**config.mk**
```make
export PLATFORM = sky130hd
export DESIGN_NAME = mem_bus_interface_flat
export DESIGN_NICKNAME = d
export VERILOG_FILES = /design/src/rtl/bus_pkg.sv /design/src/rtl/mem_bus_interface_if.sv /design/src/rtl/bus_timeout_counter.sv /design/src/rtl/mem_bus_interface.sv /design/src/flat_wrapper.sv
export SDC_FILE = /design/constraint.sdc
export NUM_CORES = 1
export LEC_CHECK = 0
export ABC_AREA = 1
export CELL_PAD_IN_SITES_DETAIL_PLACEMENT = 1
export CELL_PAD_IN_SITES_GLOBAL_PLACEMENT = 1
export CORE_UTILIZATION = 32
export DETAILED_ROUTE_END_ITERATION = 8
export PLACE_DENSITY_LB_ADDON = 0.1
export SLEW_MARGIN = 15
export SYNTH_ARGS = -nofsm -noshare
export SYNTH_HDL_FRONTEND = slang
export SYNTH_SLANG_ARGS = --single-unit
```
**constraint.sdc**
```tcl
create_clock -name clk -period 13.7 [get_ports clk]
set_clock_uncertainty 0.15 [all_clocks]
set_input_delay 4.11 -clock clk [delete_from_list [all_inputs] [get_ports clk]]
set_output_delay 4.11 -clock clk [all_outputs]
set_load 0.01 [all_outputs]
```
**src/rtl/bus_pkg.sv**
```systemverilog
// bus_pkg
// Shared definitions for the CPU-to-memory bus bridge: the bridge FSM state
// encoding and the mask that turns a CPU byte address into a bus word address.
// No ports; imported by the bridge top and its testbench.
package bus_pkg;

    typedef enum logic [1:0] {
        IDLE = 2'd0,
        BUS  = 2'd1,
        DONE = 2'd2
    } bus_state_t;

    localparam logic [31:0] WORD_ALIGN_MASK = 32'hFFFF_FFFC;

    function automatic logic [31:0] word_align(input logic [31:0] addr);
        return addr & WORD_ALIGN_MASK;
    endfunction

endpackage

```
**src/rtl/mem_bus_interface_if.sv**
```systemverilog
// mem_bus_interface_if
// Memory-side bus bundle between the bridge (master) and a memory responder
// (slave).
//   address     : word-aligned bus address        (master -> slave)
//   read/write  : one-hot bus strobes              (master -> slave)
//   writedata   : write data                       (master -> slave)
//   byteenable  : active byte lanes                (master -> slave)
//   waitrequest : responder not ready, hold strobe (slave -> master)
//   readdata    : read data, valid when not waiting (slave -> master)
interface mem_bus_interface_if;

    logic [31:0] address;
    logic        read;
    logic        write;
    logic [31:0] writedata;
    logic [3:0]  byteenable;
    logic        waitrequest;
    logic [31:0] readdata;

    modport master (
        output address,
        output read,
        output write,
        output writedata,
        output byteenable,
        input  waitrequest,
        input  readdata
    );

    modport slave (
        input  address,
        input  read,
        input  write,
        input  writedata,
        input  byteenable,
        output waitrequest,
        output readdata
    );

endinterface

```
**src/rtl/bus_timeout_counter.sv**
```systemverilog
// bus_timeout_counter
// Counts consecutive cycles in which the responder holds waitrequest high.
//   clk      : clock
//   reset    : asynchronous active-high reset, clears the count
//   clear    : synchronous clear (used whenever the wait streak is broken)
//   count_en : this cycle is a waiting bus cycle
//   expired  : this waiting cycle is the WAIT_LIMIT-th in a row
module bus_timeout_counter #(
    parameter int WAIT_LIMIT = 1023
) (
    input  logic clk,
    input  logic reset,
    input  logic clear,
    input  logic count_en,
    output logic expired
);

    localparam int CW = $clog2(WAIT_LIMIT + 1);
    localparam logic [CW-1:0] LAST_WAIT = CW'(WAIT_LIMIT - 1);

    logic [CW-1:0] count;

    // Count waiting cycles; the streak restarts whenever clear is seen.
    always_ff @(posedge clk or posedge reset) begin
        if (reset) begin
            count <= '0;
        end else if (clear) begin
            count <= '0;
        end else if (count_en) begin
            count <= count + CW'(1);
        end
    end

    // Expiry is flagged during the limit-th waiting cycle itself, so the
    // bridge leaves the bus at the edge that ends that cycle.
    always_comb begin
        expired = count_en && (count == LAST_WAIT);
    end

endmodule

```
**src/rtl/mem_bus_interface.sv**
```systemverilog
// mem_bus_interface
// Bridges a single-outstanding CPU request port onto a waitrequest-style
// memory bus, stalling the CPU until the bus transaction completes or
// times out.
//   clk, reset                    : clock, asynchronous active-high reset
//   req_valid/req_write/req_addr  : CPU request (held stable while stall=1)
//   req_wdata/req_byteenable      : CPU write data and byte lanes
//   stall                         : freezes CPU state update
//   rsp_valid/rsp_rdata/rsp_err   : one-cycle completion pulse, read data,
//                                   timeout flag
//   mem                           : bus master side (address, strobes,
//                                   writedata, byteenable, waitrequest,
//                                   readdata)
module mem_bus_interface #(
    parameter int WAIT_LIMIT = 1023
) (
    input  logic                       clk,
    input  logic                       reset,
    input  logic                       req_valid,
    input  logic                       req_write,
    input  logic [31:0]                req_addr,
    input  logic [31:0]                req_wdata,
    input  logic [3:0]                 req_byteenable,
    output logic                       stall,
    output logic                       rsp_valid,
    output logic [31:0]                rsp_rdata,
    output logic                       rsp_err,
    mem_bus_interface_if.master        mem
);

    import bus_pkg::*;

    bus_state_t  state;
    bus_state_t  next_state;

    logic [31:0] address_q;
    logic [31:0] writedata_q;
    logic [3:0]  byteenable_q;
    logic        write_q;

    logic        accept;
    logic        skip;
    logic        expired;
    logic        tmo_clear;
    logic        tmo_count_en;

    // A request with no byte lanes never touches the bus.
    assign accept = (state == IDLE) && req_valid && (req_byteenable != 4'b0000);
    assign skip   = (state == IDLE) && req_valid && (req_byteenable == 4'b0000);

    assign tmo_count_en = (state == BUS) && mem.waitrequest;
    assign tmo_clear    = (state != BUS) || !mem.waitrequest;

    bus_timeout_counter #(
        .WAIT_LIMIT (WAIT_LIMIT)
    ) u_timeout (
        .clk      (clk),
        .reset    (reset),
        .clear    (tmo_clear),
        .count_en (tmo_count_en),
        .expired  (expired)
    );

    // State register.
    always_ff @(posedge clk or posedge reset) begin
        if (reset) begin
            state <= IDLE;
        end else begin
            state <= next_state;
        end
    end

    // Next-state logic; DONE always lasts exactly one cycle so a request
    // held through DONE is only taken once the bridge is back in IDLE.
    always_comb begin
        next_state = state;
        unique case (state)
            IDLE: begin
                if (accept) begin
                    next_state = BUS;
                end else if (skip) begin
                    next_state = DONE;
                end
            end
            BUS: begin
                if (!mem.waitrequest || expired) begin
                    next_state = DONE;
                end
            end
            DONE:    next_state = IDLE;
            default: next_state = IDLE;
        endcase
    end

    // Outputs decoded from state; stall is forced low during reset so the
    // CPU is not frozen by the bridge while everything is being reset.
    always_comb begin
        stall     = !reset && (((state == IDLE) && req_valid) || (state == BUS));
        rsp_valid = (state == DONE);
        mem.read  = (state == BUS) && !write_q;
        mem.write = (state == BUS) && write_q;
    end

    // Request capture; the copies stay put through BUS and afterwards, so
    // the bus fields keep their last values between transactions.
    always_ff @(posedge clk or posedge reset) begin
        if (reset) begin
            address_q    <= '0;
            writedata_q  <= '0;
            byteenable_q <= '0;
            write_q      <= 1'b0;
        end else if (accept) begin
            address_q    <= word_align(req_addr);
            writedata_q  <= req_wdata;
            byteenable_q <= req_byteenable;
            write_q      <= req_write;
        end
    end

    assign mem.address    = address_q;
    assign mem.writedata  = writedata_q;
    assign mem.byteenable = byteenable_q;

    // Response capture; read data is kept across writes and skipped
    // requests, while a timeout zeroes it so stale data is never mistaken
    // for a result.
    always_ff @(posedge clk or posedge reset) begin
        if (reset) begin
            rsp_rdata <= '0;
            rsp_err   <= 1'b0;
        end else if (skip) begin
            rsp_err <= 1'b0;
        end else if (state == BUS) begin
            if (!mem.waitrequest) begin
                rsp_err <= 1'b0;
                if (!write_q) begin
                    rsp_rdata <= mem.readdata;
                end
            end else if (expired) begin
                rsp_err   <= 1'b1;
                rsp_rdata <= '0;
            end
        end
    end

endmodule

```
**src/flat_wrapper.sv**
```systemverilog
// flat-port wrapper written by rule: the top's interface ports become plain ports
module mem_bus_interface_flat import bus_pkg::*;
#(
    parameter int WAIT_LIMIT = 1023
)
  (clk, reset, req_valid, req_write, req_addr, req_wdata, req_byteenable, stall, rsp_valid, rsp_rdata, rsp_err, mem_address, mem_read, mem_write, mem_writedata, mem_byteenable, mem_waitrequest, mem_readdata);
  mem_bus_interface_if mem_i ();
  input  logic clk;
  input  logic reset;
  input  logic req_valid;
  input  logic req_write;
  input  logic [31:0] req_addr;
  input  logic [31:0] req_wdata;
  input  logic [3:0] req_byteenable;
  output logic stall;
  output logic rsp_valid;
  output logic [31:0] rsp_rdata;
  output logic rsp_err;
  output wire logic [$bits(mem_i.address)-1:0] mem_address;
  output wire logic [$bits(mem_i.read)-1:0] mem_read;
  output wire logic [$bits(mem_i.write)-1:0] mem_write;
  output wire logic [$bits(mem_i.writedata)-1:0] mem_writedata;
  output wire logic [$bits(mem_i.byteenable)-1:0] mem_byteenable;
  input wire logic [$bits(mem_i.waitrequest)-1:0] mem_waitrequest;
  input wire logic [$bits(mem_i.readdata)-1:0] mem_readdata;
  assign mem_address = mem_i.address;
  assign mem_read = mem_i.read;
  assign mem_write = mem_i.write;
  assign mem_writedata = mem_i.writedata;
  assign mem_byteenable = mem_i.byteenable;
  assign mem_i.waitrequest = mem_waitrequest;
  assign mem_i.readdata = mem_readdata;
  mem_bus_interface #(.WAIT_LIMIT(WAIT_LIMIT)) u_core (.clk(clk), .reset(reset), .req_valid(req_valid), .req_write(req_write), .req_addr(req_addr), .req_wdata(req_wdata), .req_byteenable(req_byteenable), .stall(stall), .rsp_valid(rsp_valid), .rsp_rdata(rsp_rdata), .rsp_err(rsp_err), .mem(mem_i));
endmodule
```
==> results.py <==
metrics = {
    "routing": {
        "wl_met3_um": 1360,
        "wl_um": 14000,
        "via_count": 4158,
        "met2WireLength_um": 6570,
        "ant_nets": 0,
        "drt_iter0_markers": 147,
        "wl_met1_um": 5790,
        "route.detailed.drc": 0,
        "firstDrtPassIters": 4,
        "highest_layer": "met4",
        "vias_per_cell": 4.69,
        "avgRoutedWirePerCell_um": 15.8,
    },
    "timing": {
        "finalSetupTns_ns": 0,
        "fin_hold_ws_ns": 0.323,
        "worstMarginPinSlew_ns": 0.943,
        "clock.fmax_mhz": 104,
        "hold_viol": 0,
        "rsz0062_at_grt": "false",
        "finalCriticalPeriod_ns": 9.62,
        "post-route-period-util": 0.702,
        "setup_violations": 0,
        "relSlewSlack": 0.370,
        "finalMaxSlewViolations": 0,
    },
    "final_layout": {
        "post_route_cells_drive_above_1_share": 0.0538,
        "nets": 808,
        "area_growth_pct": 52.4,
        "antenna_cells": 0,
        "final_cell_mix": "clkdlybuf4s50_1 (205), nand2_1 (198), dfrtp_1 (112)",
        "layout_commonest_cell": "clkdlybuf4s50_1",
    },
    "worst_setup_path": {
        "crit_type": "input pin to output pin",
        "cp-start-kind": "input pin",
        "cp.required_ns": 9.44,
        "reg2reg_setup_slack_ns": 11.25,
        "cp_data_arrival_time_ns": 5.36,
        "critPathCapture": "stall",
        "ff2ff_path_depth": 7,
        "r2r_end": "u_core.state[1]",
        "endpoint_kind": "output pin",
        "path_max_fanout": 2,
        "startpoint": "req_valid",
        "r2r-start": "u_core.state[0]",
    },
    "die": {
        "core_um2": 14000,
        "fp.dieW_um": 122,
        "start_util": 0.332,
        "io_pins": 210,
        "die_area_um2": 15000,
        "num_rows": 43,
        "die_h_um": 122,
    },
    "place": {
        "place_hpwl_um": 9460,
        "port_buffers": 205,
        "place_congestion": 0.706,
    },
    "clocking": {
        "cts_made_buffers": 9,
        "cts_root_buf": "clkbuf_16",
        "cts_tree": "yes",
        "cts_setup_buffers": 0,
        "cts_hold_buffers": 0,
        "cts_sinks": 112,
        "clk-insertion-delay-late_ns": 0.35,
        "cts-resized-gates": 0,
        "clockBufferDepth": 2,
        "h-tree-depth": 3,
        "clk_pin_slew_ns": 0.07,
    },
    "status": {
        "status": "completed",
    },
    "global_routing": {
        "grt_overflow": 0,
        "antenna_found_initial": 0,
        "grt_pass1_wl_um": 22000,
        "grt_max_degree": 74,
        "grt.total_usage": 0.191,
        "grt_pass1_vias": 4383,
    },
    "pwr": {
        "p_leak_uw": 0.00335,
        "powerDensity_nw_per_um2": 204,
        "ir_drop_mv": 0.0803,
    },
    "yosys": {
        "yosysTopAreaCell": "dfrtp_1",
        "ys_ff_latch": 112,
        "ys_seq_area_frac": 0.604,
        "yosys_warnings": 0,
        "netlist-cell-type-count": 26,
        "synth.avg_cell_area_um2": 9.08,
        "syn_inst": 511,
        "synth_top_area_frac": 0.604,
        "syn_area_um2": 4640,
        "synth_area_leaders": "dfrtp_1 (60%), nand2_1 (16%), nand3_1 (11%)",
    },
    "min_path": {
        "hp-start": "u_core.mem.writedata[14]",
        "hp-class": "register to register",
    },
    "run": {
        "max-cap-violations": 0,
    },
}
-- metal layers --
metal,track usage,vias to the layer above
li1,-,2004
met1,0.223,1993
met2,0.318,146
met3,0.0720,15
met4,0.0732,0
met5,0,-
-- layout make-up --
cell class	instances	area (µm²)
Tap cell	180	225
Inverter	17	66.3
Clock buffer	14	274
Clock inverter	2	12.5
Fill cell	1605	6920
Sequential cell	112	2800
Multi-Input combinational cell	353	1610
Timing Repair Buffer	208	2070
-- worst min-delay path by stage --
stage | cells after the start | endpoint | slack [ns]
finish | 2 | u_core.mem.writedata[14] | 0.32
global route | 2 | u_core.mem.writedata[18] | 0.35
CTS | 2 | u_core.mem.writedata[1] | 0.33
detailed placement | 2 | u_core.mem.writedata[1] | 0.31
global placement | 2 | u_core.rsp_rdata[4] | 0.30
floorplan | 1 | u_core.u_timeout.count[0] | 0.30
-- Yosys cell counts --
cell type	n
nor2_1	16
a21oi_1	7
o21ai_0	6
inv_1	11
nand3_1	99
nand3_4	1
nand2_2	6
nor2_4	2
conb_1	1
nand4_2	1
buf_4	6
dfrtp_1	112
buf_2	12
nor3_1	2
buf_6	3
clkinv_1	1
xor2_1	1
clkbuf_1	9
a21oi_4	1
o21ai_1	4
nor2_8	1
inv_2	5
nand2_4	3
nand2_1	198
ha_1	2
o21a_1	1
-- cells by family after synthesis --
family,Yosys count,share of synthesized area
adder cells (fa/ha/maj),2,0.00539
XOR/XNOR,1,0.00189
AND/OR/NAND/NOR,329,0.313
AO/OA/AOI/OAI,19,0.0235
flip-flops,112,0.604
buffers and inverters,47,0.0510
other,1,0.000809
-- critical path, stage by stage --
cell             delay (ns)
clkdlybuf4s50_1        0.48
o21ai_0                0.11
nor2_1                 0.11
clkdlybuf4s50_1        0.54
-- sequential cells by signal, indices dropped and copies added (netlist names) --
register / flops
u_core.write_q: 1
u_core.rsp_err: 1
u_core.mem.writedata: 32
u_core.mem.address: 30
u_core.rsp_rdata: 32
u_core.state: 2
u_core.mem.byteenable: 4
u_core.u_timeout.count: 10
-- per-stage QoR --
step / utilization / instance area, µm² / instances / power (µW) / setup slack (ns)
global placement: 0.485 / 6780 / 870 / 1180 / 4.09
finish: 0.505 / 7070 / 886 / 1440 / 4.08
CTS: 0.505 / 7070 / 886 / 1470 / 4.08
floorplan: - / 4640 / 512 / 830 / 5.06
global route: 0.505 / 7070 / 886 / 1550 / 4.02
detailed placement: 0.485 / 6780 / 870 / 1200 / 4.09
-- power breakdown --
part	internal [µW]	total (µW)	switching (µW)
clock	138	255	117
combinational	332	639	307
sequential	471	550	78.4
total	942	1440	503
(Power assumes the default switching activity.)
